<file path="config.mk">
export PLATFORM = sky130hd
export DESIGN_NAME = hc165_reader
export DESIGN_NICKNAME = d
export VERILOG_FILES = /design/src/rtl/hc165_reader_pkg.sv /design/src/rtl/hc165_reader_tick_gen.sv /design/src/rtl/hc165_reader.sv
export SDC_FILE = /design/constraint.sdc
export NUM_CORES = 1
export LEC_CHECK = 0
export CAP_MARGIN = 20
export CORE_MARGIN = 4
export CORE_UTILIZATION = 50
export DETAILED_ROUTE_END_ITERATION = 10
export PLACE_DENSITY = 0.75
export SLEW_MARGIN = 0
export SYNTH_ARGS = -nofsm -noshare
export SYNTH_HDL_FRONTEND = slang
export SYNTH_HIERARCHICAL = 1
export SYNTH_SLANG_ARGS = --single-unit
</file>
<file path="constraint.sdc">
create_clock -name clk -period 2.08 [get_ports clk]
set_input_delay 0.208 -clock clk [delete_from_list [all_inputs] [get_ports clk]]
set_output_delay 0.208 -clock clk [all_outputs]
set_load 0.03 [all_outputs]
</file>
<file path="src/rtl/hc165_reader_pkg.sv">
// -----------------------------------------------------------------------------
// hc165_reader_pkg
// Shared definitions for the 74HC165 chain reader:
//   - FSM state encoding (legacy-compatible localparam constants)
//   - default parameter values for the reader
//   - cnt_w(): counter width helper that never returns zero
// -----------------------------------------------------------------------------
package hc165_reader_pkg;

  // Scan FSM encoding
  localparam logic [2:0] ST_IDLE     = 3'd0;
  localparam logic [2:0] ST_LOAD     = 3'd1;
  localparam logic [2:0] ST_SETUP    = 3'd2;
  localparam logic [2:0] ST_SHIFT_LO = 3'd3;
  localparam logic [2:0] ST_SHIFT_HI = 3'd4;
  localparam logic [2:0] ST_DONE     = 3'd5;

  // Default configuration: two chips, ~1 MHz sclk at 50 MHz, ~1 ms scan gap
  localparam int HC165_DATA_W  = 16;
  localparam int HC165_CLK_DIV = 25;
  localparam int HC165_GAP_CYC = 50000;

  // Width of a counter that must hold values 0..n-1 (at least one bit)
  function automatic int cnt_w(input int n);
    return (n > 1) ? $clog2(n) : 1;
  endfunction

endpackage

</file>
<file path="src/rtl/hc165_reader_tick_gen.sv">
// -----------------------------------------------------------------------------
// tick_gen
// Free-running divider counting 0..DIV-1. o_tick is high during the cycle the
// counter sits at DIV-1 (the wrap cycle). i_clr forces the count back to 0 on
// the next edge, so a client can restart the period on every state entry.
//
// Parameters:
//   DIV     - period in clk cycles (>= 1; DIV=1 ticks every cycle)
// Ports:
//   clk     - system clock
//   rst     - asynchronous active-high reset
//   i_clr   - synchronous restart of the period
//   o_tick  - one-cycle pulse at the end of each period
// -----------------------------------------------------------------------------
module tick_gen
  import hc165_reader_pkg::*;
#(
  parameter int DIV = HC165_CLK_DIV
) (
  input  logic clk,
  input  logic rst,
  input  logic i_clr,
  output logic o_tick
);

  localparam int            CW   = cnt_w(DIV);
  localparam logic [CW-1:0] LAST = CW'(DIV - 1);

  logic [CW-1:0] r_cnt;

  // NOTE: state registers use non-blocking assignments so every flop samples
  // the pre-edge values of its neighbours, independent of block ordering.
  always_ff @(posedge clk or posedge rst) begin
    if (rst) begin
      r_cnt <= '0;
    end else if (i_clr || (r_cnt == LAST)) begin
      r_cnt <= '0;
    end else begin
      r_cnt <= r_cnt + 1'b1;
    end
  end

  assign o_tick = (r_cnt == LAST);

endmodule

</file>
<file path="src/rtl/hc165_reader.sv">
// -----------------------------------------------------------------------------
// hc165_reader
// Scans a daisy-chain of 74HC165 PISO registers and publishes the captured
// word on data_out with a one-cycle data_valid strobe. Scans are started by a
// start pulse or, with auto_en high, GAP_CYC idle cycles after the last scan.
//
// Optional build macro:
//   HC165_DEBOUNCE_EN - publish a word only when it equals the raw word of the
//                       previous scan; the first scan after reset is never
//                       published. Undefined: every scan is published.
//
// Parameters:
//   DATA_W  - chain width in bits (8 per chip), >= 2
//   CLK_DIV - clk cycles per sclk half-period and per pl_n low pulse, >= 1
//   GAP_CYC - idle cycles between scans in auto mode, >= 1
// Ports:
//   clk        - system clock
//   rst        - asynchronous active-high reset
//   start      - one-cycle scan request, ignored while busy
//   auto_en    - level, enables periodic scanning
//   pl_n_out   - 74HC165 SH/LD (active-low parallel load)
//   ce_n_out   - 74HC165 CLK INH (active-low clock enable)
//   sclk_out   - 74HC165 CLK
//   sdi_in     - QH of the last chip (asynchronous, synchronised here)
//   data_out   - last accepted word; first bit shifted out lands in the MSB
//   data_valid - one-cycle pulse when data_out updates
//   busy       - high from scan start until the DONE cycle
// -----------------------------------------------------------------------------
module hc165_reader
  import hc165_reader_pkg::*;
#(
  parameter int DATA_W  = HC165_DATA_W,
  parameter int CLK_DIV = HC165_CLK_DIV,
  parameter int GAP_CYC = HC165_GAP_CYC
) (
  input  logic              clk,
  input  logic              rst,
  input  logic              start,
  input  logic              auto_en,
  output logic              pl_n_out,
  output logic              ce_n_out,
  output logic              sclk_out,
  input  logic              sdi_in,
  output logic [DATA_W-1:0] data_out,
  output logic              data_valid,
  output logic              busy
);

  localparam int            BW       = cnt_w(DATA_W);
  localparam logic [BW-1:0] LAST_BIT = BW'(DATA_W - 1);
  localparam int            GW       = cnt_w(GAP_CYC);
  localparam logic [GW-1:0] GAP_LAST = GW'(GAP_CYC - 1);

  logic [2:0]        r_state;
  logic [2:0]        w_next_state;
  logic              w_tick;
  logic              w_auto_fire;
  logic              w_last_tick;
  logic              w_accept;
  logic              w_next_active;
  logic [BW-1:0]     r_bit;
  logic [GW-1:0]     r_gap;
  logic [DATA_W-1:0] r_shreg;
  logic [DATA_W-1:0] w_shift_next;
  logic              r_sdi_meta;
  logic              r_sdi_sync;
  logic              r_pl_n;
  logic              r_active;
  logic              r_sclk;
  logic [DATA_W-1:0] r_data;
  logic              r_valid;

  // ---------------------------------------------------------------------------
  // Two-flop synchroniser on the serial input
  // ---------------------------------------------------------------------------
  always_ff @(posedge clk or posedge rst) begin
    if (rst) begin
      r_sdi_meta <= 1'b0;
      r_sdi_sync <= 1'b0;
    end else begin
      r_sdi_meta <= sdi_in;
      r_sdi_sync <= r_sdi_meta;
    end
  end

  // ---------------------------------------------------------------------------
  // Phase timing: the divider restarts whenever the FSM changes state, so
  // every phase lasts exactly CLK_DIV cycles.
  // ---------------------------------------------------------------------------
  tick_gen #(
    .DIV (CLK_DIV)
  ) u_tick_gen (
    .clk    (clk),
    .rst    (rst),
    .i_clr  (w_next_state != r_state),
    .o_tick (w_tick)
  );

  assign w_auto_fire  = auto_en && (r_gap == GAP_LAST);
  assign w_shift_next = {r_shreg[DATA_W-2:0], r_sdi_sync};
  assign w_last_tick  = (r_state == ST_SHIFT_LO) && w_tick && (r_bit == LAST_BIT);

  // ---------------------------------------------------------------------------
  // Next-state logic
  // ---------------------------------------------------------------------------
  // NOTE: every signal assigned in always_comb gets a default first, so no
  // path leaves it unassigned and no latch is inferred.
  always_comb begin
    w_next_state = r_state;
    case (r_state)
      ST_IDLE:     if (start || w_auto_fire) w_next_state = ST_LOAD;
      ST_LOAD:     if (w_tick) w_next_state = ST_SETUP;
      ST_SETUP:    if (w_tick) w_next_state = ST_SHIFT_LO;
      ST_SHIFT_LO: if (w_tick) w_next_state = (r_bit == LAST_BIT) ? ST_DONE : ST_SHIFT_HI;
      ST_SHIFT_HI: if (w_tick) w_next_state = ST_SHIFT_LO;
      ST_DONE:     w_next_state = ST_IDLE;
      default:     w_next_state = ST_IDLE;
    endcase
  end

  assign w_next_active = (w_next_state == ST_LOAD)     || (w_next_state == ST_SETUP) ||
                         (w_next_state == ST_SHIFT_LO) || (w_next_state == ST_SHIFT_HI);

  // ---------------------------------------------------------------------------
  // State, bit counter, gap counter and shift register
  // ---------------------------------------------------------------------------
  always_ff @(posedge clk or posedge rst) begin
    if (rst) begin
      r_state <= ST_IDLE;
      r_bit   <= '0;
      r_gap   <= '0;
      r_shreg <= '0;
    end else begin
      r_state <= w_next_state;

      if (r_state == ST_SETUP) begin
        r_bit <= '0;
      end else if ((r_state == ST_SHIFT_HI) && w_tick) begin
        r_bit <= r_bit + 1'b1;
      end

      // Gap counts only while idle with auto mode on; it restarts after DONE
      // and saturates so a late auto_en cannot wrap it.
      if ((r_state != ST_IDLE) || !auto_en) begin
        r_gap <= '0;
      end else if (r_gap != GAP_LAST) begin
        r_gap <= r_gap + 1'b1;
      end

      if ((r_state == ST_SHIFT_LO) && w_tick) begin
        r_shreg <= w_shift_next;
      end
    end
  end

  // ---------------------------------------------------------------------------
  // Acceptance: the word is final on the last SHIFT_LO tick, so publishing it
  // on that edge makes data_out and data_valid visible in the DONE cycle.
  // ---------------------------------------------------------------------------
`ifdef HC165_DEBOUNCE_EN
  logic [DATA_W-1:0] r_ref;
  logic              r_ref_ok;

  always_ff @(posedge clk or posedge rst) begin
    if (rst) begin
      r_ref    <= '0;
      r_ref_ok <= 1'b0;
    end else if (w_last_tick) begin
      r_ref    <= w_shift_next;
      r_ref_ok <= 1'b1;
    end
  end

  assign w_accept = w_last_tick && r_ref_ok && (w_shift_next == r_ref);
`else
  assign w_accept = w_last_tick;
`endif

  // ---------------------------------------------------------------------------
  // Registered outputs, decoded from the next state so they line up with the
  // state they belong to without combinational glitches on the pins.
  // ---------------------------------------------------------------------------
  always_ff @(posedge clk or posedge rst) begin
    if (rst) begin
      r_pl_n   <= 1'b1;
      r_active <= 1'b0;
      r_sclk   <= 1'b0;
      r_data   <= '0;
      r_valid  <= 1'b0;
    end else begin
      r_pl_n   <= (w_next_state != ST_LOAD);
      r_active <= w_next_active;
      r_sclk   <= (w_next_state == ST_SHIFT_HI);
      r_valid  <= w_accept;
      if (w_accept) begin
        r_data <= w_shift_next;
      end
    end
  end

  assign pl_n_out   = r_pl_n;
  assign ce_n_out   = ~r_active;
  assign sclk_out   = r_sclk;
  assign busy       = r_active;
  assign data_out   = r_data;
  assign data_valid = r_valid;

endmodule
</file>
-- Word-level counts from Yosys, hierarchy flattened
Index checks and enable logic that the tools add are counted.
- reduce and logical (&&, ||, !) cells: 16
- add/sub/neg operators: 3
- mux-type cells: 11
- bitwise logic cells: 1
- equal/unequal tests: 14
- operators by type and width (operator ; number):
    2-to-1 mux 16 bit ; 2
    adder 16 x 1 -> 16 bit, second input constant ; 1
    == test 16 bit, second input constant ; 1
    inequality test 16 bit, second input constant ; 1
    == test 3 x 2 -> 1 bit, second input constant ; 4
    2-to-1 mux 3 bit ; 4
    case mux 3 bit (4 select lines) ; 1
    2-to-1 mux 4 bit ; 2
    == test 3 x 1 -> 1 bit, second input constant ; 2
    == test 3 bit, second input constant ; 2
    logical OR 1 bit ; 6
    adder 5 x 1 -> 5 bit, second input constant ; 1
    == test 5 bit, second input constant ; 1
    2-to-1 mux 5 bit ; 1
    adder 4 x 1 -> 4 bit, second input constant ; 1
    == test 4 bit, second input constant ; 1
    logical AND 1 bit ; 4
    nonzero test 2 bit ; 2
    logical NOT 3 bit ; 1
    inequality test 3 x 1 -> 1 bit, second input constant ; 1
    inequality test 3 bit ; 1
    nonzero test 3 bit ; 1
    OR reduction 2 bit ; 1
    logical NOT 1 bit ; 1
    other kinds (2) ; 2
- output and inout bits: 21
- word-level logic and storage cells: 57
- bits in registers: 65

-- Logic depth before layout (Yosys ltp)
- word-level depth: 9
- gate-level depth with buffers: 10
- mapped depth without buffers: 7

-- Modules after synthesis
Netlist, hierarchy kept.
- modules (own cells, without submodules) (module ; sequential area each (µm²) ; cells an instance ; instances ; area an instance (µm²)):
    hc165_reader ; 1502.7 ; 220 ; 1 ; 2626.3
    tick_gen ; 125.1 ; 24 ; 1 ; 299.0

-- Worst setup path after synthesis
OpenSTA, ideal clock, no wires.
- path kind: register to register
- from: register u_tick_gen.r_cnt[0]
- to: register r_data[0], in the netlist data_out[0]
- setup slack: -0.189 ns
- setup time: 0.125 ns
- path buffers: 4
- cell stages (with the launch flop): 11
- data required time: 1.955 ns
- arrival time: 2.145 ns
- path through: dfrtp_1 inv_1 ha_1 and4b_1 buf_6 buf_2 nand4_2 nor2b_1 buf_2 buf_4 mux2_2
- longest elaborated chain between the ends: 3
- RTL lines (item ; line ; text):
    start: declaration ; hc165_reader_tick_gen.sv:29 ; logic [CW-1:0] r_cnt;
    start signal: assignment ; hc165_reader_tick_gen.sv:39 ; r_cnt <= r_cnt + 1'b1;
    == test 5 bit ; hc165_reader_tick_gen.sv:43 ; assign o_tick = (r_cnt == LAST);
    net w_tick ; hc165_reader.sv:56 ; logic w_tick;
    logical AND 1 bit (2 in series) ; hc165_reader.sv:101 ; assign w_last_tick = (r_state == ST_SHIFT_LO) && w_tick && (r_bit == LAST_BIT);
    net w_accept ; hc165_reader.sv:59 ; logic w_accept;
    end signal: assignment ; hc165_reader.sv:196 ; r_data <= w_shift_next;
    end: declaration ; hc165_reader.sv:70 ; logic [DATA_W-1:0] r_data;
The timed path passes the listed nets, and every way through them passes these cells.
A chain may end at the register's enable or synchronous reset.

-- Worst setup path in the final report
- from: register r_gap[5]
- to: register u_tick_gen.r_cnt[4]
- longest elaborated chain between the ends: 8
- RTL lines (item ; line ; text):
    start: declaration ; hc165_reader.sv:62 ; logic [GW-1:0] r_gap;
    start signal: assignment ; hc165_reader.sv:147 ; r_gap <= r_gap + 1'b1;
    == test 16 bit ; hc165_reader.sv:99 ; assign w_auto_fire = auto_en && (r_gap == GAP_LAST);
    logical AND 1 bit ; hc165_reader.sv:99 ;
    logical OR 1 bit ; hc165_reader.sv:111 ; ST_IDLE: if (start || w_auto_fire) w_next_state = ST_LOAD;
    2-to-1 mux 3 bit ; hc165_reader.sv:111 ;
    case mux 3 bit (4 select lines) ; hc165_reader.sv:110 ; case (r_state)
    inequality test 3 bit ; hc165_reader.sv:95 ; .i_clr (w_next_state != r_state),
    logical OR 1 bit ; hc165_reader_tick_gen.sv:36 ; end else if (i_clr || (r_cnt == LAST)) begin
    2-to-1 mux 5 bit ; hc165_reader_tick_gen.sv:36 ;
Every way passes these cells.

==> results.yml <==
floorplanning:
  coreArea_mm2: 0.00557
  dieHeight_um: 84.5
  dieArea_mm2: 0.00714
  die_w_um: 84.5
  start_util_pct: 52.5
  row_count: 27
  pin_count: 26
synthesis:
  avgSynthCellArea_um2: 12.0
  synth.yosys.seq_area_share_pct: 55.6
  ys.flop_type: "dfrtp_1"
  synth_edf_count: 0
  synth-seq-cells: 65
  syn-num-nets: 253
  syn_inst: 244
  ys_async_sr_fraction_pct: 100
  ys_warn_count: 6
  synth_cell_types: 46
  netlist_area_mm2: 0.00293
sta:
  slew_headroom_pct: 77.6
  finalHoldViolations: 0
  slew_violations: 0
  setup_viol: 0
  period_needed_ns: 1.92
  finalClockSkew_ns: 0.00775
  fin_setup_tns_ns: 0
  max_freq_mhz: 520
  fin_crit_sh_pct: 92.4
  rsz0062_at_grt: "false"
  max_slew.worst_pin.slew_ns: 0.335
setup_path:
  crit_required_ns: 2.30
  setup.worst_path.start: "r_gap[5]"
  cp_top_family: "simple AND/OR/NAND/NOR gates"
  timing.rr.end: "u_tick_gen/r_cnt[4]"
  crit_type: "flip-flop to flip-flop"
  path_cells: "or4bb_1, nor4_4, a21oi_2, a21oi_2, o21bai_2, nor4_4"
  worstSetupEndpoint: "u_tick_gen/r_cnt[4]"
  r2r_cells: 6
  startpoint_type: "flip-flop"
  rrSetupSlack_ns: 0.16
  arrival_ns: 2.14
  crit_path_top_delay_cell: "or4bb_1"
  critPathBufInv: 0
  critPathCaptureType: "flip-flop"
  slowest_delay_ns: 0.56
  cp_max_fo: 5
  path_depth: 6
  reg2reg_from: "r_gap[5]"
drt:
  vias_per_cell: 5.41
  wl_per_cell_um: 14.8
  first_iter_violations: 52
  num_vias: 1948
  wl_mm: 5.33
  ant_nets: 0
  drc_errors: 0
  drt_first_pass_iters: 4
clocking:
  insertion_delay_ns: 0.34
  cts_root_buf: "clkbuf_8"
  htreeDepth: 3
  cts_buffers: 9
  postCtsSetupRepairBufs: 0
  cts_resized: 0
  postCtsHoldBufs: 0
  cts_tree: "done"
  clock_path_buffers: 2
  numClockSinks: 65
  clk_pin_slew_ns: 0.08
finish:
  final_area_mm2: 0.00359
  fillers: 441
  layout-drive-gt1-share_pct: 25.3
  n_antenna_cell: 0
  fin_nets: 292
  area_growth_pct: 22.8
power:
  switching_power_uw: 813
  p_leak_uw: 0.00161
  p_sw_share_pct: 25.7
  intPower_uw: 2350
  peakVddDrop_v: 0.000618
  p_comb_share_pct: 13.2
  power_uw: 3170
  power_density_mw_per_mm2: 882
  clkPwrFrac_pct: 41.7
  seqPwrFrac_pct: 45.1
grt:
  grt_antenna_before_repair: 0
  grt_max_degree: 61
  first_global_vias: 2014
  grt_pass1_wl_mm: 9.54
  grt.total_usage_pct: 16.7
  overflow: 0
job:
  drv_cap: 0
min_path:
  hold_class: "primary input to async pin"
placed_design:
  dpl.hpwl_mm: 3.55
  dpl_cell_area_mm2: 0.00334
  io_buffers: 25
  gp_congestion: 0.873
outcome:
  status: "finished, final reports clean"
## metal layers
metal  global-route usage (%)  wire, um  vias to the layer above  share of wire (%)
met3                     4.32       199                        9                3.7
met1                     22.0      2460                      957                 46
met5                        0         0                        -                  0
met2                     24.8      2570                       27                 48
li1                         -         -                      955                  -
met4                     9.78       104                        0                2.0
## worst register-to-register path: cells and delay by family (launching register included)
family	cells	cell delay [ns]
flops	1	0.43
compound gates	3	0.48
simple gates	3	0.88
## cell type report
type / instances / area, um^2 / area share, %
Sequential cell: 65 / 1630 / 45.3
Multi-Input combinational cell: 157 / 1220 / 34.0
Timing Repair Buffer: 38 / 360 / 10.0
Clock inverter: 7 / 125 / 3.48
Clock buffer: 9 / 124 / 3.45
Tap cell: 72 / 90.1 / 2.51
Inverter: 12 / 45.0 / 1.25
## sequential cells by signal, indices dropped and copies added (netlist names)
signal            flops
r_bit                 4
r_state               3
data_valid            1
pl_n_out              1
u_tick_gen/r_cnt      5
r_sdi_sync            1
r_sdi_meta            1
r_shreg              15
data_out             16
busy                  1
sclk_out              1
r_gap                16
## cells in the mapped netlist, types with 2 or more instances
master / n / area (um^2)
nor3_1: 8 / 40.0
nor2_1: 15 / 56.3
clkbuf_1: 5 / 18.8
nand3_1: 9 / 45.0
and4_1: 3 / 26.3
o21bai_1: 2 / 15.0
mux2i_1: 2 / 20.0
a21oi_1: 10 / 50.1
ha_1: 4 / 50.1
dfrtp_1: 64 / 1600
inv_1: 11 / 41.3
nor4_1: 3 / 18.8
o211ai_1: 2 / 15.0
and3_1: 2 / 12.5
nor4_4: 3 / 63.8
and4b_1: 2 / 20.0
nand4_1: 3 / 18.8
nand2_1: 11 / 41.3
xnor2_1: 10 / 87.6
or3_1: 5 / 31.3
o21ai_0: 12 / 60.1
buf_2: 3 / 15.0
mux2_2: 31 / 349
nand2b_1: 2 / 12.5
## metrics by stage
step                hold slack [ns]  setup WS [ns]  std cells  util [%]
detailed placement            0.336          0.153        344      59.8
finish                        0.118          0.158        360      64.4
global route                  0.129         0.0143        360      64.4
CTS                           0.105          0.132        360      64.3
global placement              0.350          0.158        344      59.8
floorplan                   -0.0135         0.0224        244         -
## cells in the final DEF (no fill, tap or decap), types with 3 or more instances in the layout
cell,instances
buf_4,12
or3_1,5
and4_1,3
nand4_1,3
clkbuf_8,9
xnor2_1,10
o21ai_0,12
dfrtp_1,64
nor2_1,15
nor3_1,8
clkdlybuf4s50_1,25
nor4_1,3
ha_1,4
nor4_4,3
mux2_2,31
inv_1,10
a21oi_1,9
nand2_1,11
bufinv_16,3
nand3_1,9
## cell families (layout without fill, tap and decap cells)
| family | after synthesis | count (layout) | synth area share [%] |
|---|---|---|---|
| buffers and inverters | 22 | 66 | 3.34 |
| adders and majority gates | 4 | 4 | 1.71 |
| xor gates and xnor gates | 11 | 11 | 3.29 |
| DFF | 65 | 65 | 55.6 |
| muxes | 33 | 33 | 12.6 |
| and+or+nand+nor | 74 | 74 | 16.1 |
| AOI/OAI and AO/OA | 35 | 35 | 7.27 |
## power by group through the flow
stage / Clock [uW] / Combinational (uW) / Sequential, uW
floorplan: 0 / 319 / 1420
global placement: 0 / 406 / 1440
detailed placement: 0 / 413 / 1440
CTS: 1350 / 415 / 1420
global route: 1420 / 466 / 1440
finish: 1320 / 420 / 1430
## worst min-delay path by stage
stage	to	from	slack, ns	cells past startpoint
floorplan	u_tick_gen/r_cnt[0]	rst	-0.01	1
global placement	r_sdi_sync	r_sdi_meta	0.35	0
detailed placement	r_sdi_sync	r_sdi_meta	0.34	0
CTS	u_tick_gen/r_cnt[2]	rst	0.11	2
global route	u_tick_gen/r_cnt[2]	rst	0.13	2
finish	u_tick_gen/r_cnt[0]	rst	0.12	2
Power figures use the tool's default switching activity.
